### config.mk
export PLATFORM = sky130hd
export DESIGN_NAME = pipe_ctrl
export DESIGN_NICKNAME = d
export VERILOG_FILES = /design/src/rtl/pipe_ctrl_pkg.sv /design/src/rtl/pipe_ctrl_stall_wdog.sv /design/src/rtl/pipe_ctrl.sv
export SDC_FILE = /design/constraint.sdc
export NUM_CORES = 1
export LEC_CHECK = 0
export BUFFER_PORTS_ARGS = -buffer_cell sky130_fd_sc_hd__buf_2
export CORE_ASPECT_RATIO = 1.2
export CORE_MARGIN = 2
export CORE_UTILIZATION = 39
export DETAILED_ROUTE_END_ITERATION = 7
export PLACE_DENSITY_LB_ADDON = 0.3
export SETUP_SLACK_MARGIN = 0.3
export SLEW_MARGIN = 10
export SYNTH_ARGS = -nofsm -noshare
export SYNTH_HDL_FRONTEND = slang
export SYNTH_SLANG_ARGS = --single-unit
export TNS_END_PERCENT = 1
### constraint.sdc
create_clock -name clk -period 1.9 [get_ports clk]
set_input_delay 0.19 -clock clk [delete_from_list [all_inputs] [get_ports clk]]
set_output_delay 0.19 -clock clk [all_outputs]
set_load 0.02 [all_outputs]
### src/rtl/pipe_ctrl_pkg.sv
// ----------------------------------------------------------------------------
// pipe_ctrl_pkg
// Shared constants for the pipeline control unit: stop/no-stop levels, reset
// level, exception codes, FSM state encoding and the stall vector patterns.
// ----------------------------------------------------------------------------
package pipe_ctrl_pkg;

  // Generic levels
  localparam logic        STOP       = 1'b1;
  localparam logic        NO_STOP    = 1'b0;
  localparam logic [31:0] ZERO_WORD  = 32'h0000_0000;
  // This block resets when rst is low
  localparam logic        RST_ENABLE = 1'b0;

  // Exception codes delivered by the MEM stage
  localparam logic [31:0] EXC_INTERRUPT = 32'h0000_0001;
  localparam logic [31:0] EXC_SYSCALL   = 32'h0000_0008;
  localparam logic [31:0] EXC_INVALID   = 32'h0000_000a;
  localparam logic [31:0] EXC_OVERFLOW  = 32'h0000_000c;
  localparam logic [31:0] EXC_TRAP      = 32'h0000_000d;
  localparam logic [31:0] EXC_ERET      = 32'h0000_000e;

  // Control FSM states
  typedef enum logic [0:0] {
    PCTRL_RUN   = 1'b0,
    PCTRL_FLUSH = 1'b1
  } pctrl_state_e;

  // Stall vector bit order: {wb, mem, ex, id, if, pc}
  localparam logic [5:0] STALL_NONE = {6{NO_STOP}};
  localparam logic [5:0] STALL_IF   = 6'b000011;
  localparam logic [5:0] STALL_ID   = 6'b000111;
  localparam logic [5:0] STALL_EX   = 6'b001111;
  localparam logic [5:0] STALL_MEM  = 6'b011111;
  localparam logic [5:0] STALL_ALL  = {6{STOP}};

  // Stage-priority encoder: the deepest requesting stage wins, and every
  // stage upstream of it is frozen too so nothing overtakes the bubble.
  function automatic logic [5:0] encode_stall(
    input logic req_if,
    input logic req_id,
    input logic req_ex,
    input logic req_mem
  );
    logic [5:0] v;
    if (req_mem)     v = STALL_MEM;
    else if (req_ex) v = STALL_EX;
    else if (req_id) v = STALL_ID;
    else if (req_if) v = STALL_IF;
    else             v = STALL_NONE;
    return v;
  endfunction

endpackage : pipe_ctrl_pkg

### src/rtl/pipe_ctrl_stall_wdog.sv
// ----------------------------------------------------------------------------
// stall_wdog
// Saturating consecutive-stall counter with a sticky timeout flag. The count
// clears on any unstalled cycle; the flag sets on the edge where the count
// reaches STALL_TIMEOUT and holds until reset.
// ----------------------------------------------------------------------------
module stall_wdog
  import pipe_ctrl_pkg::*;
#(
  parameter int TMR_W         = 16,
  parameter int STALL_TIMEOUT = 1024
) (
  input  logic clk,
  input  logic rst,
  input  logic i_stall_active,
  output logic o_timeout
);

  localparam logic [TMR_W-1:0] LIMIT = TMR_W'(STALL_TIMEOUT);

  logic [TMR_W-1:0] r_cnt;
  logic             r_timeout;
  logic [TMR_W-1:0] w_cnt_next;

  // Next count: clear when idle, otherwise step and saturate at LIMIT
  always_comb begin
    // NOTE: every always_comb output gets a default first so no path can
    // leave it unassigned and infer a latch.
    w_cnt_next = '0;
    if (i_stall_active) begin
      if (r_cnt == LIMIT) w_cnt_next = r_cnt;
      else                w_cnt_next = r_cnt + TMR_W'(1);
    end
  end

  // Counter and sticky flag registers
  always_ff @(posedge clk) begin
    // NOTE: state is updated with non-blocking assignments so every register
    // samples pre-edge values regardless of statement order.
    if (rst == RST_ENABLE) begin
      r_cnt     <= '0;
      r_timeout <= 1'b0;
    end else begin
      r_cnt <= w_cnt_next;
      if (w_cnt_next == LIMIT) r_timeout <= 1'b1;
    end
  end

  assign o_timeout = r_timeout;

endmodule : stall_wdog

### src/rtl/pipe_ctrl.sv
// ----------------------------------------------------------------------------
// pipe_ctrl
// Pipeline control unit. Encodes stage stall requests into the 6-bit stall
// vector, sequences exceptions as one freeze cycle followed by one
// flush+redirect cycle, and runs a consecutive-stall watchdog.
// Optional build macro: PIPE_CTRL_PERF_EN enables the stall-cycle and
// flush-count performance counters; without it both outputs read zero.
// ----------------------------------------------------------------------------
module pipe_ctrl
  import pipe_ctrl_pkg::*;
#(
  parameter logic [31:0] EXC_VECTOR    = 32'h0000_0020,
  parameter int          STALL_TIMEOUT = 1024,
  parameter int          TMR_W         = 16
) (
  input  logic        clk,
  input  logic        rst,
  input  logic        stallreq_from_if,
  input  logic        stallreq_from_id,
  input  logic        stallreq_from_ex,
  input  logic        stallreq_from_mem,
  input  logic [31:0] excepttype_i,
  input  logic [31:0] cp0_epc_i,
  output logic [5:0]  stall,
  output logic        flush,
  output logic [31:0] new_pc,
  output logic        stall_timeout,
  output logic [31:0] stall_cycles_o,
  output logic [31:0] flush_count_o
);

  pctrl_state_e r_state;
  pctrl_state_e w_next_state;

  logic        r_flush;
  logic [31:0] r_new_pc;

  logic [5:0]  w_stall;
  logic        w_exc_take;
  logic        w_exc_pending;
  logic [31:0] w_target;
  logic        w_stall_active;

  assign w_exc_pending  = (excepttype_i != ZERO_WORD);
  // eret returns to the saved EPC; every other exception enters the handler
  assign w_target       = (excepttype_i == EXC_ERET) ? cp0_epc_i : EXC_VECTOR;
  assign w_stall_active = (w_stall != STALL_NONE);

  // FSM state register
  always_ff @(posedge clk) begin
    if (rst == RST_ENABLE) r_state <= PCTRL_RUN;
    else                   r_state <= w_next_state;
  end

  // FSM next-state logic: an exception in RUN always leads to one FLUSH cycle
  always_comb begin
    w_next_state = r_state;
    unique case (r_state)
      PCTRL_RUN:   if (w_exc_pending) w_next_state = PCTRL_FLUSH;
      PCTRL_FLUSH: w_next_state = PCTRL_RUN;
      default:     w_next_state = PCTRL_RUN;
    endcase
  end

  // FSM outputs: stall vector and exception acceptance
  always_comb begin
    w_stall    = STALL_NONE;
    w_exc_take = 1'b0;
    unique case (r_state)
      PCTRL_RUN: begin
        if (w_exc_pending) begin
          // Freeze everything, including WB, so the faulting instruction
          // cannot commit while the redirect is prepared.
          w_stall    = STALL_ALL;
          w_exc_take = 1'b1;
        end else begin
          w_stall = encode_stall(stallreq_from_if, stallreq_from_id,
                                 stallreq_from_ex, stallreq_from_mem);
        end
      end
      // During FLUSH the pipeline registers are being cleared, so requests
      // and exceptions from the stale contents are ignored.
      PCTRL_FLUSH: w_stall = STALL_NONE;
      default:     w_stall = STALL_NONE;
    endcase
  end

  // Registered flush pulse and redirect target
  always_ff @(posedge clk) begin
    if (rst == RST_ENABLE) begin
      r_flush  <= 1'b0;
      r_new_pc <= ZERO_WORD;
    end else begin
      r_flush <= w_exc_take;
      // new_pc is only updated on capture; downstream gates it with flush
      if (w_exc_take) r_new_pc <= w_target;
    end
  end

  assign stall  = w_stall;
  assign flush  = r_flush;
  assign new_pc = r_new_pc;

  stall_wdog #(
    .TMR_W         (TMR_W),
    .STALL_TIMEOUT (STALL_TIMEOUT)
  ) u_stall_wdog (
    .clk            (clk),
    .rst            (rst),
    .i_stall_active (w_stall_active),
    .o_timeout      (stall_timeout)
  );

`ifdef PIPE_CTRL_PERF_EN
  logic [31:0] r_stall_cycles;
  logic [31:0] r_flush_count;

  // Performance counters: stalled cycles (freeze cycles included) and
  // FLUSH entries, both wrapping modulo 2^32
  always_ff @(posedge clk) begin
    if (rst == RST_ENABLE) begin
      r_stall_cycles <= ZERO_WORD;
      r_flush_count  <= ZERO_WORD;
    end else begin
      if (w_stall_active) r_stall_cycles <= r_stall_cycles + 32'd1;
      if (w_exc_take)     r_flush_count  <= r_flush_count + 32'd1;
    end
  end

  assign stall_cycles_o = r_stall_cycles;
  assign flush_count_o  = r_flush_count;
`else
  assign stall_cycles_o = ZERO_WORD;
  assign flush_count_o  = ZERO_WORD;
`endif

endmodule : pipe_ctrl

## Word-level counts from Yosys, hierarchy flattened

Index checks and enable logic that the tools add are counted.

| word-level totals | value |
|---|---|
| register bits | 51 |
| bits of input ports | 70 |
| output and inout bits | 104 |
| word-level logic and storage cells | 24 |

| operators by class | value |
|---|---|
| add/sub/neg operators | 1 |
| equality and inequality tests | 3 |
| muxes and demuxes | 12 |
| bitwise gates (word level) | 1 |
| reduce and logical (&&, ||, !) cells | 2 |

Operators by type and width:

| kind | count |
|---|---|
| 16-bit by 11-bit == test with 1-bit output (second input constant) | 2 |
| 32-bit by 4-bit == test with 1-bit output (second input constant) | 1 |
| 16-bit two-way mux | 2 |
| 32-bit two-way mux | 1 |
| 32-bit nonzero test | 1 |
| 16-bit by 1-bit adder with 16-bit output (second input constant) | 1 |
| 6-bit one-hot mux with 2 select lines | 1 |
| 6-bit two-way mux | 1 |
| 6-bit nonzero test | 1 |
| 5-bit two-way mux | 1 |
| 4-bit two-way mux | 1 |
| 3-bit two-way mux | 1 |
| 1-bit two-way mux | 2 |
| 2-bit two-way mux | 1 |
| 1-bit one-hot mux with 2 select lines | 1 |
| 1-bit inverter | 1 |

## Depth between registers and ports, before layout

| logic depth | value |
|---|---|
| word-level depth | 9 |
| mapped depth | 7 |
| gate-level depth less buffers | 7 |

## Cells and area by module

From an unflattened synthesis, not the netlist that was laid out.

| unflattened totals | value |
|---|---|
| cells, all modules | 295 |
| area, all modules | 2701.3 sq um |

Modules (own cells, without submodules):

| module | times used | cells each | area each (sq um) | seq. area each (sq um) |
|---|---|---|---|---|
| pipe_ctrl | 1 | 171 | 1676.6 | 660.6 |
| stall_wdog | 1 | 124 | 1024.7 | 340.3 |

## Least setup slack after synthesis

No wires, ideal clock.

| timing path | value |
|---|---|
| kind | flip-flop to flip-flop |
| start point | register u_stall_wdog.r_cnt[0] |
| end point | register u_stall_wdog.r_timeout (netlist: u_stall_wdog.o_timeout) |
| library setup time | 0.084 ns |
| data arrival time | 1.719 ns |
| required time | 1.816 ns |
| setup slack | 0.097 ns |
| cell stages (with the launch flop) | 6 |
| path buffers | 0 |
| period minus slack after synthesis | 1.803 ns |
| cells stage by stage | dfxtp_1 > inv_1 > ha_1 > or3_2 > a221o_1 > o31ai_2 |

| on the way | value |
|---|---|
| longest elaborated chain between the ends | 4 |
| elaborated cells on any way between the ends | 5 |
| classes of those cells | add/sub (1); eq/ne (2); mux (2) |

Ends and longest elaborated chain:

| element | RTL line | text |
|---|---|---|
| start: declaration | pipe_ctrl_stall_wdog.sv:21 | `logic [TMR_W-1:0] r_cnt;` |
| start signal: assignment | pipe_ctrl_stall_wdog.sv:44 | `r_cnt <= w_cnt_next;` |
| 16-bit by 1-bit adder with 16-bit output or 16-bit by 11-bit == test with 1-bit output (tied branches) | pipe_ctrl_stall_wdog.sv:32, pipe_ctrl_stall_wdog.sv:31 |  |
| 16-bit two-way mux * | pipe_ctrl_stall_wdog.sv:31 | `if (r_cnt == LIMIT) w_cnt_next = r_cnt;` |
| 16-bit two-way mux * | pipe_ctrl_stall_wdog.sv:30 | `if (i_stall_active) begin` |
| 16-bit by 11-bit == test with 1-bit output * | pipe_ctrl_stall_wdog.sv:45 | `if (w_cnt_next == LIMIT) r_timeout <= 1'b1;` |
| end signal: assignment | pipe_ctrl_stall_wdog.sv:42 | `r_timeout <= 1'b0;` |
| end signal: assignment | pipe_ctrl_stall_wdog.sv:45 |  |
| end: declaration | pipe_ctrl_stall_wdog.sv:22 | `logic r_timeout;` |

Every way passes the cells marked *; elsewhere a longest branch is shown, timed or not.
A chain may end at the register's enable or synchronous reset.

## Worst setup path in the final report

| timing path | value |
|---|---|
| start point | register u_stall_wdog.r_cnt[2] |
| end point | register u_stall_wdog.r_timeout (netlist: u_stall_wdog.o_timeout) |

The elaborated chain is that of the path after synthesis.

==> out/summary.txt <==
outcome - completed
Row Count - 33
Placed Cells incl. Taps - 509
max_cap viols - 0
Hold Path Origin - cp0_epc_i[9]
Synth Area in Compound Gates - 13.4%
Antenna Nets Post-Route - 0
Die Height - 96.8 um
leakage power - 0.00175 uW
yosys warns - 0
Post-synth ARST share - 0%
Worst VDD drop - 0.298 mV
sequential cell area - 1030 sq um
root buf cell - clkbuf_8
startpoint types - flop
via count - 2459
layout cells sized above 1 - 42.1%
CTS max path bufs - 2
CP max FO - 10
Diodes inserted - 0
fin crit period - 1.73 ns
final number of setup-violating endpoints - 0
drt wl/cell - 13.1 um
Worst-path clk slew - 0.10 ns
worst path required time - 2.13 ns
Vias/cell - 4.60
post-synthesis register bit count - 50
gate count after technology mapping - 318
Critical R2R Launch - u_stall_wdog.r_cnt[2]$_SDFF_PN0_
Max Slew Vio Count - 0
GRT overflow - 0
setup ws final - 0.165 ns
routed wire length - 6990 um
post-DP HPWL - 5040 um
CP max stage cell - dfxtp_4
placed cell area - 3250 sq um
CTS tree - yes
Core Area - 6900 sq um
Slew HR - 62.7%
final net count - 518
initial antenna violation count - 0
multi-input logic area - 1570 sq um
largest net degree at the start of global routing - 22
sequential area share after synthesis - 35.7%
crit path from - u_stall_wdog.r_cnt[2]$_SDFF_PN0_
Fin. Hold Viols - 0
Tcrit/Tclk final - 91.3%
mean post-synth cell area - 8.81 sq um
final setup TNS - 0 ns
Filler Cells Inserted - 651
vias in the first global route - 2249
Area growth syn-to-layout - 33.2%
Mapped Area - 2800 sq um
number of port buffers - 109
Synth Area in XOR/XNOR - 5.32%
Place WS - 0.000338 ns
critical path class - flop to flop
CP Cell Sequence - nand3_1 -> nor3_2 -> buf_4 -> or3_1 -> a221o_1 -> o31ai_2
TritonCTS Buffers - 5
P per Cell Area - 558 nW/um^2
Starting Density - 40.6%
largest family of logic cells by synthesized area - buffers and inverters
WP data arrival - 1.96 ns
clk sink count - 50
first-pass GRT wire length - 10600 um
Post-Synth Adder-Cell Area - 0.894%
die width - 81.4 um
post-synthesis mux area share - 0.715%
DRT Pass-1 Iters - 5
GPL Wtd Cong - 0.855
H-tree depth - 2
design area - 3730 sq um
Final Util - 54.1%
Worst Max-Slew Pin Slew - 0.556 ns
synth top area cells - dfxtp_1 36%, buf_4 18%, a22oi_1 8.3%, nor2_1 7.2%, xnor2_1 4.4%
Netlist cell types - 47
worst clock skew - 0.00652 ns
Main synth FF type - dfxtp_1
simple-gate share of the synthesized area - 21.1%
total die area - 7880 sq um
RSZ-0062 raised after global routing - yes
total global-route track usage - 16.8%
Synth area leader - dfxtp_1
Fmax - 576 MHz
top-area cell type share of the netlist area - 35.7%
HP Class - input port to flop
Post-synth EDFFs - 0
fin cells - 534
Max stage delay on crit path - 0.39 ns
I/O pins - 174
Worst-Skew Late Latency - 0.31 ns
Crit. End Element - flop
DRC violations left - 0
DR iter-0 viols - 51
## layout by cell type, fill, tap and decap left out, types with 4 or more instances in the layout
| master | synthesis | final |
|---|---|---|
| buf_2 | 3 | 99 |
| conb_1 | 1 | 64 |
| nor2_1 | 54 | 53 |
| dfxtp_1 | 50 | 40 |
| a22oi_1 | 31 | 31 |
| buf_4 | 68 | 25 |
| xnor2_1 | 14 | 14 |
| buf_6 | 5 | 12 |
| nor4_4 | 1 | 7 |
| nand3_1 | 6 | 6 |
| dfxtp_4 | 0 | 6 |
| or3_1 | 5 | 5 |
| nand4_1 | 5 | 5 |
| nor3_1 | 5 | 5 |
| inv_1 | 7 | 5 |
| nand2_1 | 5 | 5 |
| clkbuf_8 | 0 | 5 |
| dfxtp_2 | 0 | 4 |
## worst max-delay path, delay by kind of cell (launching register included)
kind	cells	cell delay, ns
AOI/OAI and AO/OA	2	0.57
and+or+nand+nor	3	0.55
DFF	1	0.39
buffers and inverters	1	0.15
## cell usage after synthesis, drive strengths merged (4+ instances only)
| cell type | n |
|---|---|
| a21oi | 5 |
| a22oi | 31 |
| and3 | 4 |
| buf | 77 |
| clkbuf | 4 |
| dfxtp | 50 |
| inv | 8 |
| nand2 | 7 |
| nand3 | 6 |
| nand4 | 6 |
| nor2 | 54 |
| nor3 | 7 |
| nor4 | 11 |
| or3 | 6 |
| xnor2 | 14 |
## timing repair
action / 4_1_cts / 5_1_grt
pin swaps: 13 / 7
endpoints found under the setup margin: 10 / 39
buffers inserted: 15 / 1
gates resized for setup: 39 / 13
gates cloned: 1 / 0
hold buffers: 0 / 0
## per-stage QoR
step | hold slack (ns) | total power (uW)
after global routing | 0.112 | 2160
after CTS | 0.108 | 2080
after detailed placement | 0.436 | 1390
after floorplan | 0.313 | 1390
after global placement | 0.430 | 1390
final | 0.112 | 2080
## area by class of cell
cell class,instances,area share [%]
Clock buffer,5,1.84
Clock inverter,3,0.637
Inverter,9,0.973
Multi-Input combinational cell,241,42.2
Sequential cell,50,27.6
Tap cell,87,2.92
Timing Repair Buffer,139,23.9
## cells by family after synthesis
| kind of cell | after synthesis |
|---|---|
| AND/OR/NAND/NOR | 108 |
| flip-flops | 50 |
| XOR/XNOR | 17 |
| other | 1 |
| AO/OA/AOI/OAI | 48 |
| buffers and inverters | 90 |
| multiplexers | 2 |
| adder cells (fa/ha/maj) | 2 |
## path summary, 6_finish.rpt
path                                                            end  cells past startpoint  slack, ns
worst max register to register  u_stall_wdog.o_timeout$_SDFFE_PN0N_                      6       0.17
worst min register to register  u_stall_wdog.o_timeout$_SDFFE_PN0N_                      2       0.50
worst min-delay path                         new_pc[9]$_SDFFE_PN0P_                      3       0.11
worst max-delay path            u_stall_wdog.o_timeout$_SDFFE_PN0N_                      6       0.17
## state kept, by name, summed over array words and instances, names as in the netlist
name                    cells
new_pc                     32
r_state                     1
u_stall_wdog.o_timeout      1
u_stall_wdog.r_cnt         16
## report_power, final
part	switching (uW)	total (uW)	internal [uW]
logic	237	371	134
registers	14.0	1060	1050
clock network	383	647	264
total	635	2080	1450
## routing by layer
layer	up-vias	track usage, %	share of wire (%)
li1	1225	-	-
met1	1127	19.9	40
met2	99	29.3	51
met3	8	4.20	7.4
met4	0	4.82	1.3
met5	-	0	0
Note: power is estimated with default switching activity, not from simulation.
